[src/rtl/mfp_mac_arbiter.sv]
// Round-robin arbiter in front of one shared signed multiply-accumulate datapath.
// Each granted job streams operand beats; the reduced dot product is returned with the owner id.
module mfp_mac_arbiter #(
  parameter int NREQ     = 4,
  parameter int In1W     = 8,
  parameter int In2W     = 8,
  parameter int AccW     = 20,
  parameter int OutW     = 16,
  parameter int isFloor  = 1,
  parameter int Saturate = 0,
  localparam int IdW     = (NREQ > 1) ? $clog2(NREQ) : 1
) (
  input  logic                   clk,
  input  logic                   rst_n,
  input  logic                   en,
  input  logic [NREQ-1:0]        req_valid,
  input  logic [NREQ-1:0]        req_last,
  input  logic [In1W*NREQ-1:0]   req_in1,
  input  logic [In2W*NREQ-1:0]   req_in2,
  output logic [NREQ-1:0]        req_ready,
  output logic                   res_valid,
  input  logic                   res_ready,
  output logic [OutW-1:0]        res_data,
  output logic [IdW-1:0]         res_id
);

  localparam int PW = In1W + In2W - 1;

  localparam logic [1:0] IDLE  = 2'd0;
  localparam logic [1:0] BUSY  = 2'd1;
  localparam logic [1:0] DRAIN = 2'd2;
  localparam logic [1:0] OUT   = 2'd3;

  // Symmetric clamp range: the most negative code is never produced.
  localparam logic signed [AccW:0] ACC_MAX = {2'b00, {(AccW-1){1'b1}}};
  localparam logic signed [AccW:0] ACC_MIN = {2'b11, {(AccW-2){1'b0}}, 1'b1};

  logic [1:0]             state;
  logic [IdW-1:0]         ptr;
  logic [IdW-1:0]         g;
  logic [IdW-1:0]         g_arb;
  logic                   arb_hit;
  logic [IdW:0]           scan;
  logic signed [In1W-1:0] op1;
  logic signed [In2W-1:0] op2;
  logic signed [PW-1:0]   prod;
  logic                   accept;
  logic signed [PW-1:0]   prod_p0;
  logic                   vld_p0;
  logic signed [AccW-1:0] acc_p1;
  logic signed [OutW-1:0] res_full;

  function automatic logic signed [AccW-1:0] acc_add(input logic signed [AccW-1:0] a,
                                                     input logic signed [PW-1:0]   p);
    logic signed [AccW:0] s;
    s = {a[AccW-1], a} + {{(AccW+1-PW){p[PW-1]}}, p};
    if (Saturate != 0 && s > ACC_MAX) return ACC_MAX[AccW-1:0];
    if (Saturate != 0 && s < ACC_MIN) return ACC_MIN[AccW-1:0];
    return s[AccW-1:0];
  endfunction

  function automatic logic signed [OutW-1:0] round_out(input logic signed [OutW-1:0] f,
                                                       input logic                   rb);
    logic signed [OutW:0] s;
    s = {f[OutW-1], f} + {{OutW{1'b0}}, rb};
    // Adding a non-negative round bit can only overflow upward.
    if (Saturate != 0 && s[OutW] != s[OutW-1]) return {1'b0, {(OutW-1){1'b1}}};
    return s[OutW-1:0];
  endfunction

  always_comb begin
    g_arb   = ptr;
    arb_hit = 1'b0;
    scan    = '0;
    for (int k = 0; k < NREQ; k++) begin
      scan = {1'b0, ptr} + (IdW+1)'(k);
      if (scan >= (IdW+1)'(NREQ)) scan = scan - (IdW+1)'(NREQ);
      if (!arb_hit && req_valid[scan[IdW-1:0]]) begin
        arb_hit = 1'b1;
        g_arb   = scan[IdW-1:0];
      end
    end
  end

  always_comb begin
    op1       = '0;
    op2       = '0;
    req_ready = '0;
    for (int i = 0; i < NREQ; i++) begin
      if (g == IdW'(i)) begin
        op1          = req_in1[i*In1W +: In1W];
        op2          = req_in2[i*In2W +: In2W];
        req_ready[i] = en && (state == BUSY);
      end
    end
  end

  assign accept = (state == BUSY) && en && req_valid[g];
  assign prod   = {{(PW-In1W){op1[In1W-1]}}, op1} * {{(PW-In2W){op2[In2W-1]}}, op2};

  always_ff @(posedge clk) begin
    if (!rst_n) begin
      state   <= IDLE;
      ptr     <= '0;
      g       <= '0;
      prod_p0 <= '0;
      vld_p0  <= 1'b0;
      acc_p1  <= '0;
    end else if (en) begin
      // p0: product of the accepted beat
      vld_p0 <= accept;
      if (accept) prod_p0 <= prod;
      // p1: accumulate
      if (vld_p0) acc_p1 <= acc_add(acc_p1, prod_p0);
      case (state)
        IDLE: if (arb_hit) begin
          state   <= BUSY;
          g       <= g_arb;
          acc_p1  <= '0;
          prod_p0 <= '0;
        end
        BUSY:  if (accept && req_last[g]) state <= DRAIN;
        DRAIN: state <= OUT;
        OUT: if (res_ready) begin
          state <= IDLE;
          ptr   <= (g == IdW'(NREQ-1)) ? '0 : g + 1'b1;
        end
        default: state <= IDLE;
      endcase
    end
  end

  generate
    if (OutW == AccW) begin : g_full
      assign res_full = acc_p1;
    end else if (isFloor != 0) begin : g_floor
      logic acc_lsb_unused;
      assign acc_lsb_unused = ^acc_p1[AccW-OutW-1:0];
      assign res_full = acc_p1[AccW-1 -: OutW];
    end else begin : g_round
      logic acc_lsb_unused;
      assign acc_lsb_unused = ^acc_p1[AccW-OutW-1:0];
      assign res_full = round_out(acc_p1[AccW-1 -: OutW], acc_p1[AccW-OutW-1]);
    end
  endgenerate

  assign res_valid = (state == OUT);
  assign res_data  = res_valid ? res_full : '0;
  assign res_id    = g;

endmodule

[config.mk]
export PLATFORM = sky130hd
export DESIGN_NAME = mfp_mac_arbiter
export DESIGN_NICKNAME = d
export VERILOG_FILES = /design/src/rtl/mfp_mac_arbiter.sv
export SDC_FILE = /design/constraint.sdc
export NUM_CORES = 1
export LEC_CHECK = 0
export ABC_AREA = 0
export CAP_MARGIN = 15
export CELL_PAD_IN_SITES_DETAIL_PLACEMENT = 1
export CELL_PAD_IN_SITES_GLOBAL_PLACEMENT = 1
export CORE_MARGIN = 3
export CORE_UTILIZATION = 43
export CTS_CLUSTER_DIAMETER = 100
export DETAILED_ROUTE_END_ITERATION = 16
export GPL_ROUTABILITY_DRIVEN = 0
export PLACE_DENSITY = 0.9
export SLEW_MARGIN = 20
export SYNTH_ARGS = -nofsm -noshare
export SYNTH_HDL_FRONTEND = slang
export SYNTH_SLANG_ARGS = --single-unit
[constraint.sdc]
create_clock -name clk -period 10.5 [get_ports clk]
set_input_delay 1.575 -clock clk [delete_from_list [all_inputs] [get_ports clk]]
set_output_delay 1.575 -clock clk [all_outputs]
set_load 0.03 [all_outputs]
==> flow_metrics.py <==
metrics = {
    "pwr": {
        "seqPwrFrac_pct": 11.7,
        "p_sw_uw": 696.9,
        "ir_worst_vdd_uv": 235.8,
        "power_leakage_nw": 3.054,
        "report.power.total_mw": 1.446,
        "power_density_mw_per_mm2": 211.2,
        "clkPwrFrac_pct": 12.3,
        "p_comb_share_pct": 76.0,
        "p_int_uw": 749.0,
        "switching_share_pct": 48.20,
    },
    "floorplanning": {
        "start_util_pct": 45.06,
        "rows": 40,
        "die-area_sq_mm": 0.01430,
        "dieWidth_microns": 119.6,
        "ios": 99,
        "core_area_sq_mm": 0.01231,
        "die_h_microns": 119.6,
    },
    "critical_path": {
        "critPathArrivalTime_ns": 7.33,
        "crit_type": "in -> reg",
        "reg2reg_from": "res_id[1]",
        "crit_path_end_kind": "register",
        "worst-r2r-cell-count": 22,
        "cp_data_required_time_ns": 10.68,
        "start_kind": "input port",
        "worstReg2RegEnd": "prod_p0[14]",
        "rrSetupSlack_ns": 3.83,
        "crit_fanout": 9,
    },
    "grt": {
        "grt_max_degree": 37,
        "grt.overflow.total": 0,
        "grt_pass1_wl_microns": 28520,
        "antenna_found_initial": 0,
        "grt_pass1_vias": 5938,
        "grt_usage_pct": 24.27,
    },
    "yosys": {
        "ys_dominant_reg_cell": "dfxtp_1",
        "synth_edf_count": 0,
        "netlist_area_sq_mm": 0.005548,
        "ys_async_sr_fraction_pct": 0,
        "synth_nets": 889,
        "synthCells": 705,
        "synth_area_per_cell_sq_um": 7.869,
        "ys_types": 54,
        "synth_seq_cells": 42,
        "synth-seq-area-share_pct": 15.16,
        "yosysWarnings": 0,
    },
    "timing": {
        "worst_pin_slew_ns": 1.022,
        "fin_setup_tns_ns": 0,
        "rsz0062_at_grt": "no",
        "fmax_ghz": 0.1399,
        "timing.final.ws_setup_ns": 3.350,
        "setup_viol": 0,
        "drv_slew": 0,
        "relSlewSlack_pct": 31.86,
        "timing.final.crit_share_pct": 68.10,
        "skew_ns": 0.007268,
        "whs_ns": 0.4905,
        "period_needed_ns": 7.150,
        "final_hold_viol_count": 0,
    },
    "routing": {
        "wl_microns": 16760,
        "wl_per_cell_microns": 17.49,
        "route.detailed.drc": 0,
        "drt-vias-per-instance": 5.535,
        "drtIter0Drc": 342,
        "postRouteAntennaNets": 0,
        "drtPass1Iterations": 4,
        "detailroute.via_count": 5303,
    },
    "final_layout": {
        "syn2layout_area_growth_pct": 23.41,
        "nets": 973,
        "mostFrequentLayoutCells": "nor2_1 (125), clkdlybuf4s50_1 (98), inv_1 (90)",
        "final_common_cell": "nor2_1",
        "n_antenna_cell": 0,
        "finish.instance_area_sq_mm": 0.006847,
        "drive_above_1_share_pct": 5.823,
        "post-route-util_pct": 55.61,
        "fin_cells": 958,
        "fill_cells": 1556,
    },
    "clock_network": {
        "clock_latency_ns": 0.29,
        "ctsResizeCount": 0,
        "ctsHtreeMaxLevel": 2,
        "cts_buffer_depth": 2,
        "cts_tree": "built",
        "cts-root-buf": "clkbuf_16",
        "clock-sinks": 42,
        "cts_hold_buffers": 0,
        "cts_buffers": 5,
        "clk_pin_slew_ns": 0.06,
        "post-cts-setup-buffers": 0,
    },
    "flow_run": {
        "drv_cap": 0,
    },
    "placement": {
        "post-dp-hpwl_microns": 13580,
        "pre_cts_ws_ns": 3.035,
        "placed_area_sq_mm": 0.006679,
        "port_buffers": 98,
        "dpl.cell_count": 950,
    },
    "hold_path": {
        "hold_class": "reg -> reg",
        "worstHoldEndpoint": "prod_p0[11]",
        "whs_path_depth": 2,
        "worstHoldStart": "prod_p0[11]",
    },
    "run_status": {
        "run_status": "finished clean",
    },
}
## layer usage
metal / up-vias / track usage [%] / part of all wire [%]
met3: 34 / 2.309 / 3.1
met1: 2625 / 26.54 / 39
met5: - / 0 / 0
met2: 125 / 48.20 / 55
met4: 0 / 8.375 / 2.7
li1: 2519 / - / -
## power by group through the flow
stage | Combinational [mW] | Clock [mW] | Sequential (mW)
3_3_place_gp | 1.00 | 0 | 0.172
4_1_cts | 1.11 | 0.180 | 0.169
2_1_floorplan | 0.823 | 0 | 0.171
5_1_grt | 1.26 | 0.188 | 0.170
3_5_place_dp | 1.10 | 0 | 0.173
6_report | 1.10 | 0.178 | 0.169
## critical path, cell delays in order
cell             delay, ns
clkdlybuf4s50_1       0.40
nand2_1               0.06
nor2_1                0.05
a21oi_1               0.14
nor2_1                0.05
a21oi_1               0.16
nor2_1                0.06
a21oi_1               0.63
nor2_1                0.17
fa_1                  0.55
inv_1                 0.07
fa_1                  0.48
inv_1                 0.06
fa_1                  0.53
inv_1                 0.05
fa_1                  0.53
inv_1                 0.05
ha_1                  0.33
a21oi_1               0.22
o21bai_1              0.12
a2111oi_0             0.45
nor3_1                0.16
a31oi_1               0.22
xnor2_1               0.13
o21ai_0               0.08
## sequential cells by signal (all words and copies together), names as in the netlist
signal,count
vld_p0,1
acc_p1,20
prod_p0,15
ptr,2
res_id,2
state,2
## how the worst max path moves through the flow
stage | start | end | slack [ns]
final | req_in2[2] | prod_p0[14] | 3.35
after global routing | req_in2[2] | prod_p0[14] | 2.92
after CTS | req_in2[2] | prod_p0[14] | 3.33
after detailed placement | req_in2[2] | prod_p0[14] | 3.04
after global placement | req_in1[3] | prod_p0[14] | 3.26
after floorplan | req_in2[7] | prod_p0[14] | 4.13
## cell type report
type	instances	area (sq um)	share of cell area, %
Clock buffer	5	125.1	1.827
Clock inverter	3	40.04	0.5848
Inverter	91	341.6	4.989
Multi-Input combinational cell	546	4270	62.37
Sequential cell	42	840.8	12.28
Tap cell	168	210.2	3.070
Timing Repair Buffer	103	1018	14.88
## cell families (layout without fill, tap and decap cells)
group           count (synthesis)  count (layout)  synth area share (%)
simple gates                  248             248                 20.84
compound gates                155             155                 18.45
buf+inv                       117             202                 7.916
fa+ha+maj                     108             108                 31.53
flops                          42              42                 15.16
xor+xnor                       29              29                 4.578
mux                             6               6                 1.534
## synth_stat cells, types with 4 or more instances
cell	instances	area (sq um)
inv_1	90	337.8
or2_2	16	100.1
fa_1	53	1061
nor2_1	125	469.2
a221oi_1	5	43.79
a21oi_1	62	310.3
nor3_1	12	60.06
a211oi_1	7	52.55
nand2_1	27	101.4
a21o_2	4	35.03
a21o_1	6	45.04
dfxtp_1	42	840.8
o21ai_0	16	80.08
xor2_1	8	70.07
a22oi_1	22	165.2
nor2b_1	18	112.6
a32oi_1	4	35.03
mux2i_1	4	40.04
and3_1	5	31.28
clkbuf_1	23	86.33
and2_1	16	100.1
xnor2_1	21	183.9
o21bai_1	6	45.04
ha_1	55	688.2
nor4_1	4	25.02
nand2b_1	5	31.28
nand3_1	11	55.05
(Power assumes the default switching activity.)
==> variant: new RTL, same settings <==
`AccW`: 20 -> 40.
--- a/src/rtl/mfp_mac_arbiter.sv
+++ b/src/rtl/mfp_mac_arbiter.sv
@@ -6,3 +6,3 @@
   parameter int In2W     = 8,
-  parameter int AccW     = 20,
+  parameter int AccW     = 40,
   parameter int OutW     = 16,
Check against the original RTL: not equivalent (a bounded check fails within 4 cycles, from zero or initial values and one cycle with rst_n low).
==> variant against the unedited design <==
  * Synthesized area grew 36%
  * Combinational power is essentially flat
  * Count of clock-buffer cells in the layout increased by 7
  * Hold slack lost 0.025 ns
  * Total power rose by 16%
  * Sequential cell count rose by 20
  * Critical path depth grew 1
  * Die area increased by 34%
  * Register-to-register slack lost 0.25 ns
  * Setup slack better by 0.074 ns
  * First-iteration DRC count is 9.1% lower
  * Wire length grew 33%
  * Final area is 31% higher
  * Critical endpoint unchanged
  * Largest power group unchanged
==> variant: results <==
[sta]
skew_ns = 0.00967
tightest_slew_ns = 1.05

[final_layout]
multi_input_area_um2 = 5720
fin_nets = 1243
clockNetworkAreaShare_pct = 3.53
nMultiInputCombCells = 759
buffers = 101
fill_cells = 2107
layout.nonclk_buf_share_pct = 11.2
drive_gt1_share_pct = 5.36
nClkBuffers = 12
reg.largest.list = acc_p1 (40), prod_p0 (15)

[global_route]
grt_pass1_wl_mm = 37.7
grt_use_met1_pct = 26.5
grt_pass1_vias = 7810
grt_start_max_net_pins = 35
grt_use_total_pct = 23.3
use_met2_pct = 44.3

[cts]
cts.sinks = 62
clk_latency_ns = 0.34
h-tree-depth = 3
cts_buffers = 9

[yosys]
ys_seq_area_share_pct = 16.5
synth_xor_area_share_pct = 5.47
synth_area_leaders = dfxtp_1, fa_1, ha_1
synth_fa_ha_area_share_pct = 26.6
synth_common_cells = nor2_1, inv_1, a21oi_1

[route]
wl_met3_mm = 1.11
totalWireLength_mm = 22.3
num_vias = 7129
drtIter0Drc = 311
wl_met1_mm = 9.01
drtPass1Iterations = 5

[setup_path]
cp_slowest_stage_delay_ns = 0.56
slowest_stage = fa_1

[outcome]
status = finished clean

[power]
net-switching-power_w = 0.000745
ir_worst_vdd_mv = 0.183
p_leak_nw = 3.99

[floorplanning]
initial_core_util_pct = 44.6
==> variant: cell count changes after synthesis, sizes merged, moves of 9 or more <==
cell | before | now
inv | 90 | 106
xnor2 | 21 | 31
buf | 3 | 12
a21oi | 64 | 98
nor2b | 18 | 35
a21o | 10 | 22
ha | 55 | 75
nand2 | 27 | 65
o21ai | 18 | 43
o21bai | 6 | 15
dfxtp | 42 | 62
==> variant: stage by stage <==
step           total power (W)  setup slack [ns]  instance area, um^2  utilization [%]  hold slack [ns]
2_1_floorplan          0.00108              4.23                 7520                -            0.429
3_3_place_gp           0.00127              3.31                 8630             51.2            0.438
3_5_place_dp           0.00135              3.05                 8630             51.2            0.453
4_1_cts                0.00170              3.39                 8950             53.0            0.465
5_1_grt                0.00186              2.94                 8960             53.1            0.500
6_report               0.00167              3.42                 8960             53.1            0.466
==> variant: path summary, 6_finish.rpt <==
path | slack [ns] | startpoint | end
max | 3.42 | req_in1[0] | prod_p0[14]$_SDFFE_PN0P_
min reg2reg | 0.47 | acc_p1[11]$_SDFFE_PN0P_ | acc_p1[11]$_SDFFE_PN0P_
min | 0.47 | acc_p1[11]$_SDFFE_PN0P_ | acc_p1[11]$_SDFFE_PN0P_
max reg2reg | 3.58 | res_id[0]$_SDFFE_PN0P_ | prod_p0[14]$_SDFFE_PN0P_
==> variant: power groups by stage <==
stage | registers (W) | logic [W] | clock network (W)
after floorplan | 0.000251 | 0.000830 | 0
after global placement | 0.000250 | 0.00102 | 0
after detailed placement | 0.000250 | 0.00110 | 0
after CTS | 0.000245 | 0.00112 | 0.000327
after global routing | 0.000246 | 0.00128 | 0.000338
final | 0.000245 | 0.00110 | 0.000323
==> variant: worst min-delay path, cell delays in order (launching register included) <==
cell and delay, ns:
dfxtp_1 0.33, nand2_1 0.05, o21ai_0 0.06
